### src/rtl/fixed8_mac_sched_if.sv
// Bundle for the fixed-8 MAC scheduler: job command, operand stream, PE drive/return, result port.
// Latency: none (wiring only). Backpressure: valid/ready on cmd, op and res channels.
// Optional FIXED8_SCHED_PERF_EN adds the stall_cnt perf counter to the bundle.
interface fixed8_mac_sched_if #(
    parameter int COL_WIDTH = 11,
    parameter int LEN_W     = 8
);
    localparam int PSUM_W = 4 * COL_WIDTH;

    logic              cmd_valid;
    logic              cmd_ready;
    logic [LEN_W-1:0]  cmd_len;
    logic              cmd_s_in;
    logic              cmd_s_weight;

    logic              op_valid;
    logic              op_ready;
    logic [7:0]        op_in;
    logic [7:0]        op_weight;

    logic [7:0]        pe_in;
    logic [7:0]        pe_weight;
    logic              pe_s_in;
    logic              pe_s_weight;
    logic [PSUM_W-1:0] pe_psum_in;
    logic [PSUM_W-1:0] pe_psum_fwd;

    logic              res_valid;
    logic              res_ready;
    logic [PSUM_W-1:0] res_data;

`ifdef FIXED8_SCHED_PERF_EN
    logic [15:0]       stall_cnt;
`endif

    // Scheduler side
    modport slave (
        input  cmd_valid, cmd_len, cmd_s_in, cmd_s_weight,
        input  op_valid, op_in, op_weight,
        input  pe_psum_fwd,
        input  res_ready,
`ifdef FIXED8_SCHED_PERF_EN
        output stall_cnt,
`endif
        output cmd_ready, op_ready,
        output pe_in, pe_weight, pe_s_in, pe_s_weight, pe_psum_in,
        output res_valid, res_data
    );

    // Operand-buffer / PE / result-consumer side
    modport master (
        output cmd_valid, cmd_len, cmd_s_in, cmd_s_weight,
        output op_valid, op_in, op_weight,
        output pe_psum_fwd,
        output res_ready,
`ifdef FIXED8_SCHED_PERF_EN
        input  stall_cnt,
`endif
        input  cmd_ready, op_ready,
        input  pe_in, pe_weight, pe_s_in, pe_s_weight, pe_psum_in,
        input  res_valid, res_data
    );
endinterface

### src/rtl/fixed8_mac_sched.sv
// Sequences one dot-product job through a fixed-8 MAC PE and returns the accumulated sum.
// Latency: N beats + 1 flush cycle after cmd accept; res_valid at T+N+2 (+1 per operand stall).
// Backpressure: op stalls insert PE hold bubbles; result held in DONE until res_ready. Option: FIXED8_SCHED_PERF_EN.
module fixed8_mac_sched #(
    parameter int COL_WIDTH = 11,
    parameter int LEN_W     = 8
) (
    input  logic                clk,
    input  logic                rst_n,
    fixed8_mac_sched_if.slave   bus
);
    localparam int PSUM_W = 4 * COL_WIDTH;

    typedef enum logic [1:0] {
        IDLE  = 2'd0,
        RUN   = 2'd1,
        FLUSH = 2'd2,
        DONE  = 2'd3
    } state_t;

    state_t            state;
    state_t            state_nxt;
    logic [LEN_W-1:0]  len_q;
    logic [LEN_W-1:0]  cnt;
    logic              s_in_q;
    logic              s_weight_q;
    logic              first;
    logic [PSUM_W-1:0] res_q;

    logic              cmd_hs;
    logic              op_hs;
    logic              last_beat;

    assign cmd_hs    = (state == IDLE) && bus.cmd_valid;
    assign op_hs     = (state == RUN) && bus.op_valid;
    assign last_beat = op_hs && (cnt == (len_q - 1'b1));

    always_ff @(posedge clk or negedge rst_n) begin
        if (!rst_n) begin
            state      <= IDLE;
            len_q      <= '0;
            cnt        <= '0;
            s_in_q     <= 1'b0;
            s_weight_q <= 1'b0;
            first      <= 1'b0;
            res_q      <= '0;
        end else begin
            state <= state_nxt;
            if (cmd_hs) begin
                len_q      <= bus.cmd_len;
                s_in_q     <= bus.cmd_s_in;
                s_weight_q <= bus.cmd_s_weight;
                first      <= 1'b1;
                cnt        <= '0;
                res_q      <= '0;
            end
            if (op_hs) begin
                first <= 1'b0;
                cnt   <= cnt + 1'b1;
            end
            // PE output is one cycle behind the last beat, so capture during FLUSH
            if (state == FLUSH) begin
                res_q <= bus.pe_psum_fwd;
            end
        end
    end

    always_comb begin
        state_nxt       = state;
        bus.cmd_ready   = 1'b0;
        bus.op_ready    = 1'b0;
        bus.pe_in       = '0;
        bus.pe_weight   = '0;
        bus.pe_s_in     = 1'b0;
        bus.pe_s_weight = 1'b0;
        bus.pe_psum_in  = '0;
        unique case (state)
            IDLE: begin
                bus.cmd_ready = rst_n;
                if (bus.cmd_valid) begin
                    state_nxt = (bus.cmd_len == '0) ? DONE : RUN;
                end
            end
            RUN: begin
                bus.op_ready    = 1'b1;
                bus.pe_s_in     = s_in_q;
                bus.pe_s_weight = s_weight_q;
                if (bus.op_valid) begin
                    bus.pe_in      = bus.op_in;
                    bus.pe_weight  = bus.op_weight;
                    bus.pe_psum_in = first ? '0 : bus.pe_psum_fwd;
                end else begin
                    // zero operands with feedback keep the PE sum unchanged
                    bus.pe_psum_in = bus.pe_psum_fwd;
                end
                if (last_beat) begin
                    state_nxt = FLUSH;
                end
            end
            FLUSH: begin
                bus.pe_s_in     = s_in_q;
                bus.pe_s_weight = s_weight_q;
                bus.pe_psum_in  = bus.pe_psum_fwd;
                state_nxt       = DONE;
            end
            DONE: begin
                bus.pe_s_in     = s_in_q;
                bus.pe_s_weight = s_weight_q;
                bus.pe_psum_in  = bus.pe_psum_fwd;
                if (bus.res_ready) begin
                    state_nxt = IDLE;
                end
            end
            default: begin
                state_nxt = IDLE;
            end
        endcase
    end

    assign bus.res_valid = (state == DONE);
    assign bus.res_data  = res_q;

`ifdef FIXED8_SCHED_PERF_EN
    logic [15:0] stall_q;

    always_ff @(posedge clk or negedge rst_n) begin
        if (!rst_n) begin
            stall_q <= '0;
        end else if (cmd_hs) begin
            stall_q <= '0;
        end else if ((state == RUN) && !bus.op_valid && (stall_q != 16'hFFFF)) begin
            stall_q <= stall_q + 16'd1;
        end
    end

    assign bus.stall_cnt = stall_q;
`endif

endmodule

### src/flat_wrapper.sv
// flat-port wrapper written by rule: the top's interface ports become plain ports
module fixed8_mac_sched_flat 
#(
    parameter int COL_WIDTH = 11,
    parameter int LEN_W     = 8
)
  (clk, rst_n, bus_cmd_valid, bus_cmd_len, bus_cmd_s_in, bus_cmd_s_weight, bus_op_valid, bus_op_in, bus_op_weight, bus_pe_psum_fwd, bus_res_ready, bus_cmd_ready, bus_op_ready, bus_pe_in, bus_pe_weight, bus_pe_s_in, bus_pe_s_weight, bus_pe_psum_in, bus_res_valid, bus_res_data);
  fixed8_mac_sched_if #(.COL_WIDTH(COL_WIDTH), .LEN_W(LEN_W)) bus_i ();
  input  logic clk;
  input  logic rst_n;
  input wire logic [$bits(bus_i.cmd_valid)-1:0] bus_cmd_valid;
  input wire logic [$bits(bus_i.cmd_len)-1:0] bus_cmd_len;
  input wire logic [$bits(bus_i.cmd_s_in)-1:0] bus_cmd_s_in;
  input wire logic [$bits(bus_i.cmd_s_weight)-1:0] bus_cmd_s_weight;
  input wire logic [$bits(bus_i.op_valid)-1:0] bus_op_valid;
  input wire logic [$bits(bus_i.op_in)-1:0] bus_op_in;
  input wire logic [$bits(bus_i.op_weight)-1:0] bus_op_weight;
  input wire logic [$bits(bus_i.pe_psum_fwd)-1:0] bus_pe_psum_fwd;
  input wire logic [$bits(bus_i.res_ready)-1:0] bus_res_ready;
  output wire logic [$bits(bus_i.cmd_ready)-1:0] bus_cmd_ready;
  output wire logic [$bits(bus_i.op_ready)-1:0] bus_op_ready;
  output wire logic [$bits(bus_i.pe_in)-1:0] bus_pe_in;
  output wire logic [$bits(bus_i.pe_weight)-1:0] bus_pe_weight;
  output wire logic [$bits(bus_i.pe_s_in)-1:0] bus_pe_s_in;
  output wire logic [$bits(bus_i.pe_s_weight)-1:0] bus_pe_s_weight;
  output wire logic [$bits(bus_i.pe_psum_in)-1:0] bus_pe_psum_in;
  output wire logic [$bits(bus_i.res_valid)-1:0] bus_res_valid;
  output wire logic [$bits(bus_i.res_data)-1:0] bus_res_data;
  assign bus_i.cmd_valid = bus_cmd_valid;
  assign bus_i.cmd_len = bus_cmd_len;
  assign bus_i.cmd_s_in = bus_cmd_s_in;
  assign bus_i.cmd_s_weight = bus_cmd_s_weight;
  assign bus_i.op_valid = bus_op_valid;
  assign bus_i.op_in = bus_op_in;
  assign bus_i.op_weight = bus_op_weight;
  assign bus_i.pe_psum_fwd = bus_pe_psum_fwd;
  assign bus_i.res_ready = bus_res_ready;
  assign bus_cmd_ready = bus_i.cmd_ready;
  assign bus_op_ready = bus_i.op_ready;
  assign bus_pe_in = bus_i.pe_in;
  assign bus_pe_weight = bus_i.pe_weight;
  assign bus_pe_s_in = bus_i.pe_s_in;
  assign bus_pe_s_weight = bus_i.pe_s_weight;
  assign bus_pe_psum_in = bus_i.pe_psum_in;
  assign bus_res_valid = bus_i.res_valid;
  assign bus_res_data = bus_i.res_data;
  fixed8_mac_sched #(.COL_WIDTH(COL_WIDTH), .LEN_W(LEN_W)) u_core (.clk(clk), .rst_n(rst_n), .bus(bus_i));
endmodule
### config.mk
export PLATFORM = sky130hd
export DESIGN_NAME = fixed8_mac_sched_flat
export DESIGN_NICKNAME = d
export VERILOG_FILES = /design/src/rtl/fixed8_mac_sched_if.sv /design/src/rtl/fixed8_mac_sched.sv /design/src/flat_wrapper.sv
export SDC_FILE = /design/constraint.sdc
export NUM_CORES = 1
export LEC_CHECK = 0
export CAP_MARGIN = 20
export CORE_AREA = 2 2 93 95
export DETAILED_ROUTE_END_ITERATION = 10
export DIE_AREA = 0 0 95 97
export HOLD_SLACK_MARGIN = 0.03
export PLACE_DENSITY = 0.95
export SLEW_MARGIN = 5
export SYNTH_ARGS = -nofsm -noshare
export SYNTH_HDL_FRONTEND = slang
export SYNTH_SLANG_ARGS = --single-unit
### constraint.sdc
create_clock -name clk -period 6.25 [get_ports clk]
set_input_delay 1.25 -clock clk [delete_from_list [all_inputs] [get_ports clk]]
set_output_delay 1.25 -clock clk [all_outputs]
set_load 0.02 [all_outputs]
### Word-level counts from Yosys, hierarchy flattened

Cells that the tools add are included.

* add/sub/neg operators: 2
* eq/ne operators: 7
* muxes and demuxes: 22
* reduce and logical (&&, ||, !) cells: 10

Operators by type and width (count)
* 2-to-1 mux 44 bit: 4
* case mux 44 bit (2 select lines): 1
* 2-to-1 mux 8 bit: 6
* adder 8 x 1 -> 8 bit (second input constant): 1
* == test 8 bit: 1
* zero test 8 bit: 1
* 2-to-1 mux 2 bit: 4
* case mux 2 bit (4 select lines): 1
* subtractor 8 x 1 -> 8 bit (second input constant): 1
* 2-to-1 mux 1 bit: 6
* == test 2 bit (second input constant): 2
* inequality test 2 bit (second input constant): 2
* nonzero test 2 bit: 2
* logical AND 1 bit: 3
* AND reduction 3 bit: 1
* OR reduction 3 bit: 1
* == test 2 x 1 -> 1 bit (second input constant): 1
* zero test 2 bit: 1
* inequality test 2 x 1 -> 1 bit (second input constant): 1
* OR reduction 2 bit: 1

* register bits: 65
* bits of input ports: 75
* output and inout port bits: 109
* word-level logic and storage cells: 48

### Logic depth before layout (Yosys ltp)

Gate-level depths: netlist of run 1.

* word-level depth: 5
* depth in mapped cells: 7
* mapped depth without buffers: 7

### Worst setup path after synthesis of run 1

No wires, ideal clock.

* path type: input to output
* start point: in bus_op_valid
* end point: out bus_pe_psum_in[10]
* data arrival time: 1.998 ns
* required time: 5.000 ns
* slack: 3.002 ns
* stages on the path: 5
* cell sequence: nand2_1 -> a211oi_1 -> nor2_1 -> clkbuf_1 -> and2_1

* longest elaborated chain between the ends: 2

Ends and longest elaborated chain
* start: declaration: line flat_wrapper.sv:15 `input wire logic [$bits(bus_i.op_valid)-1:0] bus_op_valid;`
* 2-to-1 mux 44 bit: line fixed8_mac_sched.sv:88 `if (bus.op_valid) begin`
* case mux 44 bit (2 select lines): line fixed8_mac_sched.sv:77 `unique case (state)`
* end: declaration: line flat_wrapper.sv:26 `output wire logic [$bits(bus_i.pe_psum_in)-1:0] bus_pe_psum_in;`

No other way between the ends.

### Worst setup path in the final report of run 1

* start point: in bus_op_valid
* end point: out bus_pe_psum_in[30]

Same word-level chain as after synthesis.

==> results of run 1 <==
flip-flops by register name, summed over array words and instances (netlist names):
register,cells
u_core.first,1
u_core.cnt,8
u_core.len_q,8
u_core.state,2
u_core.s_in_q,1
u_core.s_weight_q,1
u_core.bus.res_data,44
logic make-up (layout without fill, tap and decap cells):
family,Yosys count,after routing,share of synthesized area (%)
and+or+nand+nor,201,201,28.9
DFF,65,65,47.5
buffers and inverters,28,207,3.29
muxes,8,8,2.63
AOI/OAI and AO/OA,78,78,13.0
adders and majority gates,7,7,2.56
xor gates and xnor gates,8,8,2.05
metal layers:
metal  GRT usage [%]  vias up  routed length, um
li1                -     1676                  -
met1            26.8     1596               4180
met2            43.0      134               5670
met3            8.41        8                763
met4            4.91        0                 69
met5               0        -                  0
worst register-to-register path: stages, from the launching register on:
cell and delay [ps]:
dfrtp_1 470, inv_1 130, ha_1 620, nand2_1 320
nor3_1 250, o211ai_1 170, o211a_1 230, a211o_1 220
layout by cell type, fill, tap and decap left out, drive strengths merged, types with 2 or more instances in the layout:
cell type / count
nor2b: 7
clkinvlp: 2
a21oi: 2
buf: 5
clkbuf: 9
ha: 7
xnor2: 5
dfrtp: 65
a31o: 2
a31oi: 4
and3: 17
mux2: 8
nand3: 3
inv: 7
nor3: 6
o21a: 2
clkdlybuf4s50: 182
nand4: 4
o31ai: 2
nand2: 98
o21ai: 56
a211o: 2
nor2: 10
and2: 48
o211ai: 2
xor2: 3
nor4: 3
where the power goes:
group | total, mW | internal, mW | switching [mW] | leakage, nW
sequential | 0.711 | 0.584 | 0.127 | 0.834
clock | 0.365 | 0.188 | 0.177 | 0.0966
combinational | 1.68 | 0.769 | 0.907 | 1.41
final timing paths:
check                                                 endpoint  slack (ps)  depth (start not counted)
max                                         bus_pe_psum_in[30]        1220                          7
min                                   u_core.first$_DFFE_PN0P_         510                          1
max reg2reg                        u_core.state[1]$_DFFE_PN0P_        3710                          7
min reg2reg                           u_core.first$_DFFE_PN0P_         510                          1
max in group asynchronous  u_core.bus.res_data[28]$_DFFE_PN0P_        4610                          2
min in group asynchronous   u_core.bus.res_data[4]$_DFFE_PN0P_        1100                          2
final cells by class:
class	instances	area, um2	area share, %
multi-input combinational	302	1690	30.6
sequential	65	1630	29.5
clock buffer	9	124	2.24
timing repair buffer	187	1860	33.6
clock inverter	7	76.3	1.38
tap	105	131	2.38
inverter	4	15.0	0.272
stage by stage:
step                      power (mW)  util [%]  instances  cell area [um2]  hold WS [ps]
after floorplan                 1.63         -        395             3420           464
after global placement          2.32      65.3        662             5310           477
after detailed placement        2.40      65.4        663             5320           498
after CTS                       2.77      67.9        679             5520           515
after global routing            2.93      67.9        679             5520           539
final                           2.75      67.9        679             5520           508
==> flow_summary_export.csv, run 1 <==
group,metric,value,unit
detailed_routing,drt_wl_total,10700,um
setup_path,cpPeakStageDelay,640,ps
synthesis,synth_top_area_share,47.5,%
timing,clock.fmax,199,MHz
setup_path,crit_path_start,"bus_op_valid",
detailed_routing,drtIter0Drc,127,
detailed_routing,ant_nets,0,
clocking,cts_htree_levels,3,
timing,period_minus_slack,5030,ps
detailed_routing,vias,3414,
timing,worst_slew_pin_slew,960,ps
final_layout,syn_to_final_growth,61.2,%
setup_path,cpMostUsedCell,"clkdlybuf4s50_1",
detailed_routing,drtPass1Iterations,5,
setup_path,path_class,"in2out",
floorplanning,core,8130,um2
setup_path,reg2reg_from,"u_core.state[1]$_DFFE_PN0P_",
timing,rsz0062_at_grt,"no",
pwr,leakagePower,2.34,nW
final_layout,final_layout_size_suffix_gt1_share,5.57,%
timing,layout_worst_path_cycle_share,80.6,%
status,status,"complete, no violations",
final_layout,nFillCells,619,
clocking,cts_root_buf,"clkbuf_8",
global_route,grt_pass1_wl,17300,um
timing,maxSlewViolCount,0,
global_route,track_usage,23.9,%
synthesis,yosys_most_used_dff,"dfrtp_1",
setup_path,worstSetupEndpointType,"output port",
synthesis,synth.area.top_cells,"dfrtp_1, nand2_1, and2_1",
setup_path,worst-path-buf-inv,3,
detailed_routing,vias_per_cell,5.03,
clocking,numCtsBuffers,9,
synthesis,yosys-top-cells-count,"nand2_1, dfrtp_1, o21ai_0, and2_1, clkbuf_1",
global_route,overflow,0,
place,dpl.hpwl,7940,um
clocking,insertion_delay,340,ps
floorplanning,ios,184,
timing,setup_tns,0,ps
clocking,path_clk_slew,70,ps
floorplanning,die_y,97,um
synthesis,syn-cell-area,3420,um2
floorplanning,start_util,42.1,%
worst_hold_path,min_path_type,"reg2reg",
timing,finClkSkew,11.4,ps
global_route,grt_max_degree,90,
timing,maxSlewHeadroom,35.8,%
synthesis,synth_largest_area_cell,"dfrtp_1",
pwr,powerDensity,498,nW/um2
synthesis,postSynthCellCount,395,
floorplanning,die_x,95,um
setup_path,slowest_stage,"clkdlybuf4s50_1",
setup_path,start_kind,"input port",
worst_hold_path,holdCritStartpoint,"u_core.first$_DFFE_PN0P_",
clocking,cts_resized,0,
synthesis,async_flop_share,100,%
clocking,cts_tree,"yes",
setup_path,cpLargestDelayFamily,"buffers and inverters",
clocking,clkSinkCount,65,
synthesis,yosysWarningCount,0,
timing,setup_ws,1220,ps
global_route,grt_pass1_vias,3598,
synthesis,seq_area_frac_synth,47.5,%
floorplanning,die-area,9220,um2
place,pre_cts_slack,1180,ps
final_layout,nNetsFinal,651,
final_layout,diodes,0,
floorplanning,rows,33,
synthesis,ys_types,38,
clocking,clockBufferDepth,2,
synthesis,yosysMostFrequentCell,"nand2_1",
place,gp_congestion,0.895,
detailed_routing,drc,0,
synthesis,avgSynthCellArea,8.67,um2
clocking,post-cts-setup-buffer-count,0,
timing,report.final.hold_viol_count,0,
timing,setup_viol,0,
synthesis,synth_fp_nets,477,
setup_path,arrival,3780,ps
job,cap_viol_max_count,0,
pwr,ir_worst_vdd,0.284,mV
setup_path,worstPathRequired,5000,ps
synthesis,synth-seq-cells,65,
detailed_routing,wl_per_cell,15.7,um
setup_path,crit_fanout,19,
synthesis,synth-edff-count,0,
global_route,antenna_found_initial,0,
place,port_buffers,183,
clocking,holdBufCountCts,0,
setup_path,worstPathCellList,"clkdlybuf4s50_1 > nand2_1 > a21oi_1 > nor2_1 > buf_4 > and2_1 > clkdlybuf4s50_1",
(Power assumes the default switching activity.)
==> run 2: changes to the inputs <==
--- a/config.mk
+++ b/config.mk
@@ -6,11 +6,11 @@
 export NUM_CORES = 1
 export LEC_CHECK = 0
 export CAP_MARGIN = 20
-export CORE_AREA = 2 2 93 95
+export CORE_AREA = 2 2 96 98
 export DETAILED_ROUTE_END_ITERATION = 10
-export DIE_AREA = 0 0 95 97
+export DIE_AREA = 0 0 98 100
 export HOLD_SLACK_MARGIN = 0.03
-export PLACE_DENSITY = 0.95
+export PLACE_DENSITY = 0.9
 export SLEW_MARGIN = 5
 export SYNTH_ARGS = -nofsm -noshare
 export SYNTH_HDL_FRONTEND = slang
==> constraint.sdc (replaced) <==
create_clock -name clk -period 5.1 [get_ports clk]
set_input_delay 1.02 -clock clk [delete_from_list [all_inputs] [get_ports clk]]
set_output_delay 1.02 -clock clk [all_outputs]
set_load 0.02 [all_outputs]
==> flow_summary_export.csv, run 2 (synthesized netlist as in run 1, its figures left out) <==
group,metric,value,unit
setup_path,path_class,"in2out",
setup_path,arrival,3030,ps
final_layout,final_layout_size_suffix_gt1_share,5.73,%
detailed_routing,drt_wl_total,10200,um
floorplanning,die_y,100,um
setup_path,worstSetupPathDepth,8,
place,port_buffers,183,
timing,whs,500,ps
status,status,"complete, no violations",
worst_hold_path,min_path_type,"reg2reg",
setup_path,worstPathRequired,4080,ps
setup_path,worstSetupEndpointType,"output port",
pwr,powerDensity,618,nW/um2
floorplanning,rows,35,
pwr,swShare,42.1,%
pwr,combPwrFrac,59.0,%
setup_path,cpPeakStageDelay,540,ps
setup_path,cpLargestDelayFamily,"buffers and inverters",
global_route,track_usage,20.8,%
final_layout,largest_reg_flops,44,
worst_hold_path,hold_path_end,"u_core.first$_DFFE_PN0P_",
place,gp_congestion,0.894,
setup_path,worstPathCellList,"clkdlybuf4s50_1 > buf_4 > nand2_1 > a211oi_1 > nor2_1 > buf_4 > and2_1 > clkdlybuf4s50_1",
timing,layout_worst_path_cycle_share,79.4,%
floorplanning,ios,184,
final_layout,mostFrequentLayoutCells,"clkdlybuf4s50_1, nand2_1, dfrtp_1",
worst_hold_path,holdCritStartpoint,"u_core.first$_DFFE_PN0P_",
timing,setup_ws,1050,ps
timing,finClkSkew,11.3,ps
timing,setup_tns,0,ps
job,cap_viol_max_count,0,
timing,period_minus_slack,4050,ps
setup_path,slowest_stage,"clkdlybuf4s50_1",
timing,setup_viol,0,
pwr,p_switching,1.46,mW
clocking,post-cts-setup-buffer-count,0,
final_layout,nNetsFinal,653,
clocking,clkSinkCount,65,
pwr,leakagePower,2.38,nW
global_route,grt_pass1_vias,3485,
timing,worst_slew_pin_slew,924,ps
floorplanning,start_util,38.5,%
setup_path,worst-path-buf-inv,4,
clocking,cts_tree,"yes",
clocking,insertion_delay,330,ps
floorplanning,die-area,9800,um2
timing,clock.fmax,247,MHz
global_route,antenna_found_initial,0,
pwr,p_clk_share,15.8,%
pwr,ir_worst_vdd,0.312,mV
floorplanning,die_x,98,um
detailed_routing,ant_nets,0,
detailed_routing,vias_per_cell,5.08,
clocking,holdBufCountCts,0,
final_layout,syn_to_final_growth,63.3,%
clocking,clockBufferDepth,2,
detailed_routing,wl_per_cell,14.9,um
final_layout,finalNonFillerCells,687,
timing,maxSlewViolCount,0,
detailed_routing,drc,0,
worst_hold_path,min_path_cells,1,
global_route,overflow,0,
setup_path,crit_fanout,21,
final_layout,nFillCells,730,
place,place_inst,670,
place,dpl.hpwl,7600,um
timing,report.final.hold_viol_count,0,
setup_path,start_kind,"input port",
clocking,cts_htree_levels,3,
timing,maxSlewHeadroom,38.3,%
floorplanning,core,8890,um2
setup_path,reg2reg_slack,2560,ps
global_route,grt_max_degree,90,
setup_path,rr_worst_depth,7,
global_route,grt_pass1_wl,16500,um
pwr,intPower,2.00,mW
setup_path,r2r_end,"u_core.state[1]$_DFFE_PN0P_",
pwr,seqPwrFrac,25.2,%
final_layout,diodes,0,
detailed_routing,drtIter0Drc,123,
clocking,path_clk_slew,70,ps
final_layout,final_common_cell,"clkdlybuf4s50_1",
clocking,numCtsBuffers,9,
place,pre_cts_slack,521,ps
timing,rsz0062_at_grt,"no",
clocking,cts_resized,0,
setup_path,reg2reg_from,"u_core.state[1]$_DFFE_PN0P_",
detailed_routing,vias,3492,
detailed_routing,drtPass1Iterations,4,
clocking,cts_root_buf,"clkbuf_8",
==> run 2: cell count changes in the layout (fill, tap and decap cells not counted), sizes merged <==
cell | before | now
buf | 5 | 7
clkinvlp | 2 | 1
bufinv | 1 | 3
clkinv | 1 | 2
clkbuf | 9 | 10
inv | 7 | 4
==> run 2: area by class of cell <==
type,instances,area [um2],share of cell area (%)
sequential,65,1630,29.1
timing repair buffer,189,1870,33.5
inverter,4,15.0,0.269
tap,111,139,2.48
clock buffer,10,138,2.46
clock inverter,6,115,2.06
multi-input combinational,302,1690,30.2
==> run 2: worst max-delay path by stage <==
stage	from	end	slack, ps
after detailed placement	bus_op_valid	bus_pe_psum_in[10]	520
final	bus_op_valid	bus_pe_psum_in[19]	1050
after floorplan	bus_op_valid	bus_pe_psum_in[10]	2310
after global placement	bus_op_valid	bus_pe_psum_in[10]	650
after CTS	bus_op_valid	bus_pe_psum_in[19]	500
after global routing	bus_op_valid	bus_pe_psum_in[11]	900
==> run 2: power groups by stage <==
| stage | Clock, mW | Sequential, mW | Combinational [mW] |
|---|---|---|---|
| floorplan | 0 | 1.01 | 0.992 |
| global placement | 0 | 0.863 | 1.98 |
| detailed placement | 0 | 0.880 | 2.03 |
| global route | 0.583 | 0.901 | 2.20 |
| CTS | 0.557 | 0.871 | 2.04 |
| finish | 0.547 | 0.871 | 2.04 |
==> run 2: stage by stage <==
stage / util [%] / cell area [um2] / power [mW]
after floorplan: - / 3420 / 2.00
after global placement: 60.0 / 5330 / 2.84
after detailed placement: 60.0 / 5330 / 2.91
after CTS: 62.8 / 5580 / 3.47
after global routing: 62.9 / 5590 / 3.69
final: 62.9 / 5590 / 3.46
==> run 2: layer usage <==
metal	GRT usage, %	share of wire [%]
met1	23.0	38
met2	38.9	52
met3	7.03	8.6
met4	4.49	1.1
met5	0	0
